==> src/rtl/mem_arbiter.sv <==
// -----------------------------------------------------------------------------
// mem_arbiter
//
// Shares one single-ported, fixed-latency memory between the instruction-fetch
// port (i_*) and the MEM-stage data port (d_*). Data accesses win arbitration.
// A starvation guard hands the memory to fetch once STARVE_LIMIT consecutive
// data grants have been issued while fetch was waiting. Only one transaction
// is outstanding at a time: IDLE -> BUSY (LATENCY cycles) -> RESP -> IDLE.
//
// Parameters
//   WORD_SIZE     address/data width
//   LATENCY       memory cycles per access (>= 1)
//   STARVE_LIMIT  data grants tolerated while fetch is pending (>= 1)
//
// Ports
//   clk, reset_n          rising-edge clock, asynchronous active-low reset
//   i_req, i_addr         fetch request (held until i_ready) and address
//   i_ready, i_rdata      one-cycle completion pulse and fetched word
//   d_read, d_write       data request (held until d_ready)
//   d_addr, d_wdata       data address and write data
//   d_ready, d_rdata      one-cycle completion pulse and read data
//   mem_read, mem_write   memory strobes, high for the whole BUSY window
//   mem_addr, mem_wdata   memory address/write data, hold outside BUSY
//   mem_rdata             memory read data, valid on the last BUSY cycle
//   num_i_grant           fetch grants since reset (wrapping)
//   num_d_grant           data grants since reset (wrapping)
//   proto_err             sticky: d_read and d_write granted together
// -----------------------------------------------------------------------------
module mem_arbiter #(
    parameter int WORD_SIZE    = 16,
    parameter int LATENCY      = 2,
    parameter int STARVE_LIMIT = 3
) (
    input  logic                 clk,
    input  logic                 reset_n,

    input  logic                 i_req,
    input  logic [WORD_SIZE-1:0] i_addr,
    output logic                 i_ready,
    output logic [WORD_SIZE-1:0] i_rdata,

    input  logic                 d_read,
    input  logic                 d_write,
    input  logic [WORD_SIZE-1:0] d_addr,
    input  logic [WORD_SIZE-1:0] d_wdata,
    output logic                 d_ready,
    output logic [WORD_SIZE-1:0] d_rdata,

    output logic                 mem_read,
    output logic                 mem_write,
    output logic [WORD_SIZE-1:0] mem_addr,
    output logic [WORD_SIZE-1:0] mem_wdata,
    input  logic [WORD_SIZE-1:0] mem_rdata,

    output logic [WORD_SIZE-1:0] num_i_grant,
    output logic [WORD_SIZE-1:0] num_d_grant,
    output logic                 proto_err
);

    // Wait counter counts LATENCY-1 down to 0; starve counter saturates at
    // STARVE_LIMIT.
    localparam int WAIT_W   = (LATENCY > 1) ? $clog2(LATENCY) : 1;
    localparam int STARVE_W = $clog2(STARVE_LIMIT + 1);

    localparam logic [WAIT_W-1:0]   WAIT_INIT  = WAIT_W'(LATENCY - 1);
    localparam logic [STARVE_W-1:0] STARVE_MAX = STARVE_W'(STARVE_LIMIT);

    typedef enum logic [1:0] {
        IDLE = 2'd0,
        BUSY = 2'd1,
        RESP = 2'd2
    } state_t;

    state_t                state_q;
    logic                  owner_d_q;      // 1: data port owns the transaction
    logic                  is_write_q;
    logic [WAIT_W-1:0]     wait_cnt_q;
    logic [STARVE_W-1:0]   starve_cnt_q;

    logic                  mem_read_q;
    logic                  mem_write_q;
    logic [WORD_SIZE-1:0]  mem_addr_q;
    logic [WORD_SIZE-1:0]  mem_wdata_q;

    logic                  i_ready_q;
    logic                  d_ready_q;
    logic [WORD_SIZE-1:0]  i_rdata_q;
    logic [WORD_SIZE-1:0]  d_rdata_q;

    logic [WORD_SIZE-1:0]  num_i_grant_q;
    logic [WORD_SIZE-1:0]  num_d_grant_q;
    logic                  proto_err_q;

    // Arbitration decode; only consumed by the IDLE branch of the FSM, so no
    // request input reaches an output without passing through a register.
    logic d_req;
    logic grant_i;
    logic grant_d;
    logic grant_wr;

    always_comb begin
        d_req    = d_read | d_write;
        grant_i  = i_req & (~d_req | (starve_cnt_q == STARVE_MAX));
        grant_d  = d_req & ~grant_i;
        // A simultaneous read+write request is carried out as a write.
        grant_wr = grant_d & d_write;
    end

    always_ff @(posedge clk or negedge reset_n) begin
        if (!reset_n) begin
            state_q       <= IDLE;
            owner_d_q     <= 1'b0;
            is_write_q    <= 1'b0;
            wait_cnt_q    <= '0;
            starve_cnt_q  <= '0;
            mem_read_q    <= 1'b0;
            mem_write_q   <= 1'b0;
            mem_addr_q    <= '0;
            mem_wdata_q   <= '0;
            i_ready_q     <= 1'b0;
            d_ready_q     <= 1'b0;
            i_rdata_q     <= '0;
            d_rdata_q     <= '0;
            num_i_grant_q <= '0;
            num_d_grant_q <= '0;
            proto_err_q   <= 1'b0;
        end else begin
            case (state_q)
                IDLE: begin
                    if (grant_i || grant_d) begin
                        state_q     <= BUSY;
                        owner_d_q   <= grant_d;
                        is_write_q  <= grant_wr;
                        wait_cnt_q  <= WAIT_INIT;
                        mem_read_q  <= ~grant_wr;
                        mem_write_q <= grant_wr;
                        mem_addr_q  <= grant_d ? d_addr : i_addr;
                        if (grant_d) begin
                            mem_wdata_q   <= d_wdata;
                            num_d_grant_q <= num_d_grant_q + WORD_SIZE'(1);
                            // Count data grants only while fetch is actually
                            // waiting; an uncontested data grant clears the run.
                            if (i_req) begin
                                if (starve_cnt_q != STARVE_MAX) begin
                                    starve_cnt_q <= starve_cnt_q + STARVE_W'(1);
                                end
                            end else begin
                                starve_cnt_q <= '0;
                            end
                            if (d_read && d_write) begin
                                proto_err_q <= 1'b1;
                            end
                        end else begin
                            num_i_grant_q <= num_i_grant_q + WORD_SIZE'(1);
                            starve_cnt_q  <= '0;
                        end
                    end
                end

                BUSY: begin
                    if (wait_cnt_q == '0) begin
                        state_q     <= RESP;
                        mem_read_q  <= 1'b0;
                        mem_write_q <= 1'b0;
                        if (owner_d_q) begin
                            d_ready_q <= 1'b1;
                            if (!is_write_q) begin
                                d_rdata_q <= mem_rdata;
                            end
                        end else begin
                            i_ready_q <= 1'b1;
                            i_rdata_q <= mem_rdata;
                        end
                    end else begin
                        wait_cnt_q <= wait_cnt_q - WAIT_W'(1);
                    end
                end

                RESP: begin
                    // Turnaround cycle: ready pulse ends, no arbitration here.
                    state_q   <= IDLE;
                    i_ready_q <= 1'b0;
                    d_ready_q <= 1'b0;
                end

                default: begin
                    state_q     <= IDLE;
                    mem_read_q  <= 1'b0;
                    mem_write_q <= 1'b0;
                    i_ready_q   <= 1'b0;
                    d_ready_q   <= 1'b0;
                end
            endcase
        end
    end

    assign i_ready     = i_ready_q;
    assign i_rdata     = i_rdata_q;
    assign d_ready     = d_ready_q;
    assign d_rdata     = d_rdata_q;
    assign mem_read    = mem_read_q;
    assign mem_write   = mem_write_q;
    assign mem_addr    = mem_addr_q;
    assign mem_wdata   = mem_wdata_q;
    assign num_i_grant = num_i_grant_q;
    assign num_d_grant = num_d_grant_q;
    assign proto_err   = proto_err_q;

endmodule

==> config.mk <==
export PLATFORM = sky130hd
export DESIGN_NAME = mem_arbiter
export DESIGN_NICKNAME = d
export VERILOG_FILES = /design/src/rtl/mem_arbiter.sv
export SDC_FILE = /design/constraint.sdc
export NUM_CORES = 1
export LEC_CHECK = 0
export ABC_AREA = 1
export CAP_MARGIN = 0
export CORE_UTILIZATION = 41
export DETAILED_ROUTE_END_ITERATION = 16
export GPL_ROUTABILITY_DRIVEN = 1
export PLACE_DENSITY = 0.85
export SYNTH_ARGS = -nofsm -noshare
export SYNTH_HDL_FRONTEND = slang
export SYNTH_SLANG_ARGS = --single-unit
==> constraint.sdc <==
create_clock -name clk -period 1.5 [get_ports clk]
set_input_delay 0.225 -clock clk [delete_from_list [all_inputs] [get_ports clk]]
set_output_delay 0.225 -clock clk [all_outputs]
set_load 0.03 [all_outputs]
Word-level counts from Yosys, hierarchy flattened:

Cells that the tools add are included.

* register bits: 108
* bits of input ports: 69
* output and inout port bits: 101
* logic and storage cells: 80

* $add $sub $neg: 4
* eq/ne operators: 9
* multiplexer cells: 21
* bitwise gates (word level): 14
* reduce and logical (&&, ||, !) cells: 16

Operators with widths (count)
* adder 16 x 1 -> 16 bit (second input constant): 2
* AND reduction 3 bit: 7
* 2-to-1 mux 16 bit: 1
* 2-to-1 mux 2 bit: 5
* inequality test 2 bit (second input constant): 5
* 2-to-1 mux 1 bit: 9
* inverter 1 bit: 9
* AND reduction 4 bit: 2
* case mux 1 bit (2 select lines): 3
* case mux 1 bit (3 select lines): 2
* AND reduction 2 bit: 3
* == test 2 bit (second input constant): 2
* case mux 2 bit (2 select lines): 1
* bitwise AND 1 bit: 3
* inequality test 3 x 2 -> 1 bit (second input constant): 1
* adder 2 x 1 -> 2 bit (second input constant): 1
* == test 2 x 1 -> 1 bit (second input constant): 1
* zero test 2 bit: 1
* OR 1 bit: 2
* nonzero test 2 bit: 1
* logical AND 1 bit: 1
* logical OR 1 bit: 1
* subtractor 1 bit (second input constant): 1

Longest topological paths before layout:

* depth in word-level cells: 10
* mapped depth: 9
* gate-level depth less buffers: 8

Worst setup path after synthesis:

OpenSTA, ideal clock, no wires.

* kind: reg2reg
* from: register num_d_grant_q[0], in the netlist num_d_grant[0]
* to: register num_d_grant_q[8], in the netlist num_d_grant[8]
* library setup time: 0.135 ns
* data arrival time: 1.455 ns
* required time: 1.365 ns
* slack: -0.090 ns
* cell stages (with the launch flop): 8
* path buffers: 0
* clock period less this slack: 1.590 ns
* cell sequence: dfrtp_1 > ha_1 > inv_1 > nor2_1 > nand2_1 > nor2_2 > nand2_1 > xnor2_1

* cells in the longest elaborated chain, start to end: 1

RTL lines
* start, declared: line 91 `logic [WORD_SIZE-1:0] num_d_grant_q;`
* start signal, assigned: line 140 `num_d_grant_q <= num_d_grant_q + WORD_SIZE'(1);`
* adder 16 x 1 -> 16 bit: line 140

No other way between the ends.
A chain may end at the register's enable or synchronous reset.

Final worst setup path:

* from: register state_q[1]
* to: register d_rdata_q[13], in the netlist d_rdata[13]

* cells in the longest elaborated chain, start to end: 2

RTL lines
* start, declared: line 74 `state_t state_q;`
* start signal, assigned: line 111 `state_q <= IDLE;`
* start signal, assigned: line 131 `state_q <= BUSY;`
* start signal, assigned: line 162 `state_q <= RESP;`
* == test 2 x 1 -> 1 bit: line 128 `case (state_q)`
* AND reduction 4 bit (no source line)
* end signal, assigned: line 168 `d_rdata_q <= mem_rdata;`
* end, declared: line 88 `logic [WORD_SIZE-1:0] d_rdata_q;`

No other way between the ends.

==> flow_summary.yaml <==
outcome:
  outcome: "finished clean"
pwr:
  leakage_uw: 0.00374
  power.clock.fraction_pct: 17.8
  power_density_nw_per_um2: 1950
  swShare_pct: 43.5
  power_frac_comb_pct: 48.0
  ir_drop_mv: 1.10
  seq_power_share_pct: 34.1
  intPower_uw: 8010
  p_sw_uw: 6160
worst_setup_path:
  critPathArrivalTime_ns: 1.71
  end_kind: "flop"
  critPathLaunchType: "flop"
  critical_path_required_ns: 1.73
  worstSetupPathType: "flop to flop"
  crit_fanout: 8
placed_design:
  gp_congestion: 0.864
  placed_cells: 882
  hpwl_um: 8930
  io_buffers: 169
  post-place-ws_ns: -0.225
routing:
  drc: 0
  wl_per_cell_um: 13.9
  via_count: 4436
  routed_via_density: 4.90
  wl_um: 12600
  firstDrtPassIters: 6
  ant_nets: 0
  drt_iter0_drc: 282
cells_and_area:
  nNetsFinal: 829
  finalNonFillerCells: 905
  antenna_cells: 0
  drive_gt1_share_pct: 13.1
  area_delta_synth_final_pct: 50.7
clock_network:
  clockBufferDepth: 2
  ctsRootBufferMaster: "clkbuf_16"
  clk_pin_slew_ns: 0.07
  numCtsBuffers: 9
  clk-insertion-delay-late_ns: 0.34
  tritoncts: "yes"
  h-tree-depth: 3
  cts.sinks: 108
logic_synthesis:
  ys_async_sr_fraction_pct: 100
  synth_area_leaders: "dfrtp_1 56%, nand2_1 17%, inv_1 4.1%, o21ai_0 3.4%, o21ai_2 2.9%"
  yosysWarnings: 0
  synth_seq_cells: 108
  syn_inst: 561
  ys_seq_area_share_pct: 56.1
  avgSynthCellArea_um2: 8.59
  synth_commonest_cells: "217 x nand2_1, 108 x dfrtp_1, 53 x inv_1"
  yosysMostFrequentCell: "nand2_1"
  yosysTopAreaCell: "dfrtp_1"
  synth.distinct_cells: 29
  synth_top_area_share_pct: 56.1
  syn_area_um2: 4820
  ys.flop_type: "dfrtp_1"
  synth_edf_count: 0
  synth_fp_nets: 633
floorplan:
  die_w_um: 110
  io_pins: 170
  start_util_pct: 42.2
  core_um2: 11400
  dieArea_um2: 12200
  row_count: 39
  die_h_um: 110
sta:
  fin_ws_ns: 0.0152
  period_needed_ns: 1.48
  maxSlewHeadroom_pct: 62.1
  finalHoldViolCount: 0
  worstMarginPinSlew_ns: 0.569
  setup_violations: 0
  fmax_mhz: 673
  drv_slew: 0
  finClkSkew_ns: 0.00514
  rsz0062_at_grt: "true"
  hold_ws_ns: 0.417
  finalCritPeriodShare_pct: 99.0
global_route:
  first_global_vias: 4326
  track_usage_pct: 20.2
  grt_max_degree: 109
  grt_pass1_wl_um: 20100
  antenna_found_initial: 0
  grt_overflow_total: 0
hold_path:
  min_path_type: "input port to flop"
run:
  drv_cap: 0
## layer usage
| layer | share of wire (%) | vias up | global-route usage (%) |
|---|---|---|---|
| met4 | 2.1 | 0 | 9.07 |
| li1 | - | 2152 | - |
| met3 | 4.5 | 23 | 3.46 |
| met2 | 51 | 155 | 34.8 |
| met5 | 0 | - | 0 |
| met1 | 42 | 2106 | 24.7 |
## critical path: stages (launching register included)
cell and delay [ns]:
dfrtp_1 0.42, inv_2 0.11, nand2_4 0.07, nor2_4 0.13
nand2_2 0.06, or2_4 0.28, clkbuf_16 0.19, nand2_1 0.07
o21ai_2 0.05
## power by group through the flow
| stage | Sequential (µW) | Clock, µW | Combinational, µW |
|---|---|---|---|
| after floorplan | 6750 | 0 | 2100 |
| after global placement | 4800 | 0 | 7040 |
| after detailed placement | 4830 | 0 | 7240 |
| after CTS | 4780 | 2570 | 6550 |
| after global routing | 4970 | 2690 | 7340 |
| final | 4840 | 2520 | 6810 |
## stage by stage
step / util, % / cell area (µm²) / setup TNS, ns / power, µW
5_1_grt: 63.6 / 7260 / -0.488 / 15000
4_1_cts: 61.9 / 7070 / 0 / 13900
3_3_place_gp: 60.0 / 6860 / -3.62 / 11800
3_5_place_dp: 60.0 / 6860 / -6.32 / 12100
6_report: 63.6 / 7260 / 0 / 14200
2_1_floorplan: - / 4820 / 0 / 8850
## sequential cells by signal, summed over array words and instances (netlist names), 2 cells and up
name and count:
i_rdata 16, mem_wdata 16, mem_addr 16, d_rdata 16
num_i_grant 16, starve_cnt_q 2, num_d_grant 16, state_q 2
## cell families (layout without fill, tap and decap cells)
logic type,Yosys count,in the layout,share of synthesized area (%)
AOI/OAI and AO/OA,56,56,7.27
xor gates and xnor gates,16,16,2.91
adders and majority gates,3,3,0.779
buffers and inverters,72,273,6.44
DFF,108,108,56.1
and+or+nand+nor,306,306,26.5
## layout by cell type (no fill, tap or decap), types with 2 or more instances in the layout
master / Yosys / final
nor3_1: 2 / 2
nor2_1: 35 / 32
buf_4: 1 / 23
clkbuf_16: 0 / 11
bufinv_16: 0 / 2
nand2_1: 217 / 203
o21ai_2: 16 / 15
o31ai_1: 2 / 2
o21ai_0: 33 / 33
dlygate4sd2_1: 0 / 101
ha_1: 3 / 2
nand2_2: 3 / 11
a21oi_1: 3 / 3
nand4_1: 11 / 11
xnor2_1: 8 / 8
dfrtp_1: 108 / 104
dfrtp_2: 0 / 4
nand2_4: 0 / 6
buf_12: 0 / 6
nor2_4: 2 / 9
nand3b_1: 3 / 3
inv_1: 53 / 53
nand3_1: 25 / 25
xor2_1: 8 / 8
inv_2: 3 / 2
clkdlybuf4s50_1: 0 / 67
clkinv_2: 0 / 3
## what timing repair did
action                     CTS  global route
setup buffers                0             3
hold buffers                 1             0
setup endpoints to repair  106            68
pin swaps                    0             4
hold endpoints to repair    89             0
resized for setup          103            32
gates cloned                 0             3
## cell type report
type | instances | area (µm²)
Sequential cell | 108 | 2710
Multi-Input combinational cell | 381 | 1930
Fill cell | 955 | 4160
Clock inverter | 5 | 75.1
Tap cell | 143 | 179
Clock buffer | 11 | 243
Timing Repair Buffer | 201 | 1920
Inverter | 56 | 213
## final timing paths
check                               from             end  slack [ns]  depth (start not counted)
max                           state_q[1]     d_rdata[13]        0.02                          8
min                           d_wdata[9]    mem_wdata[9]        0.42                          3
max reg2reg                   state_q[1]     d_rdata[13]        0.02                          8
min reg2reg                mem_wdata[15]   mem_wdata[15]        0.48                          2
max in group asynchronous        reset_n  num_d_grant[1]        0.57                          3
min in group asynchronous        reset_n    mem_wdata[3]        0.50                          3
Note: power is estimated with default switching activity, not from simulation.
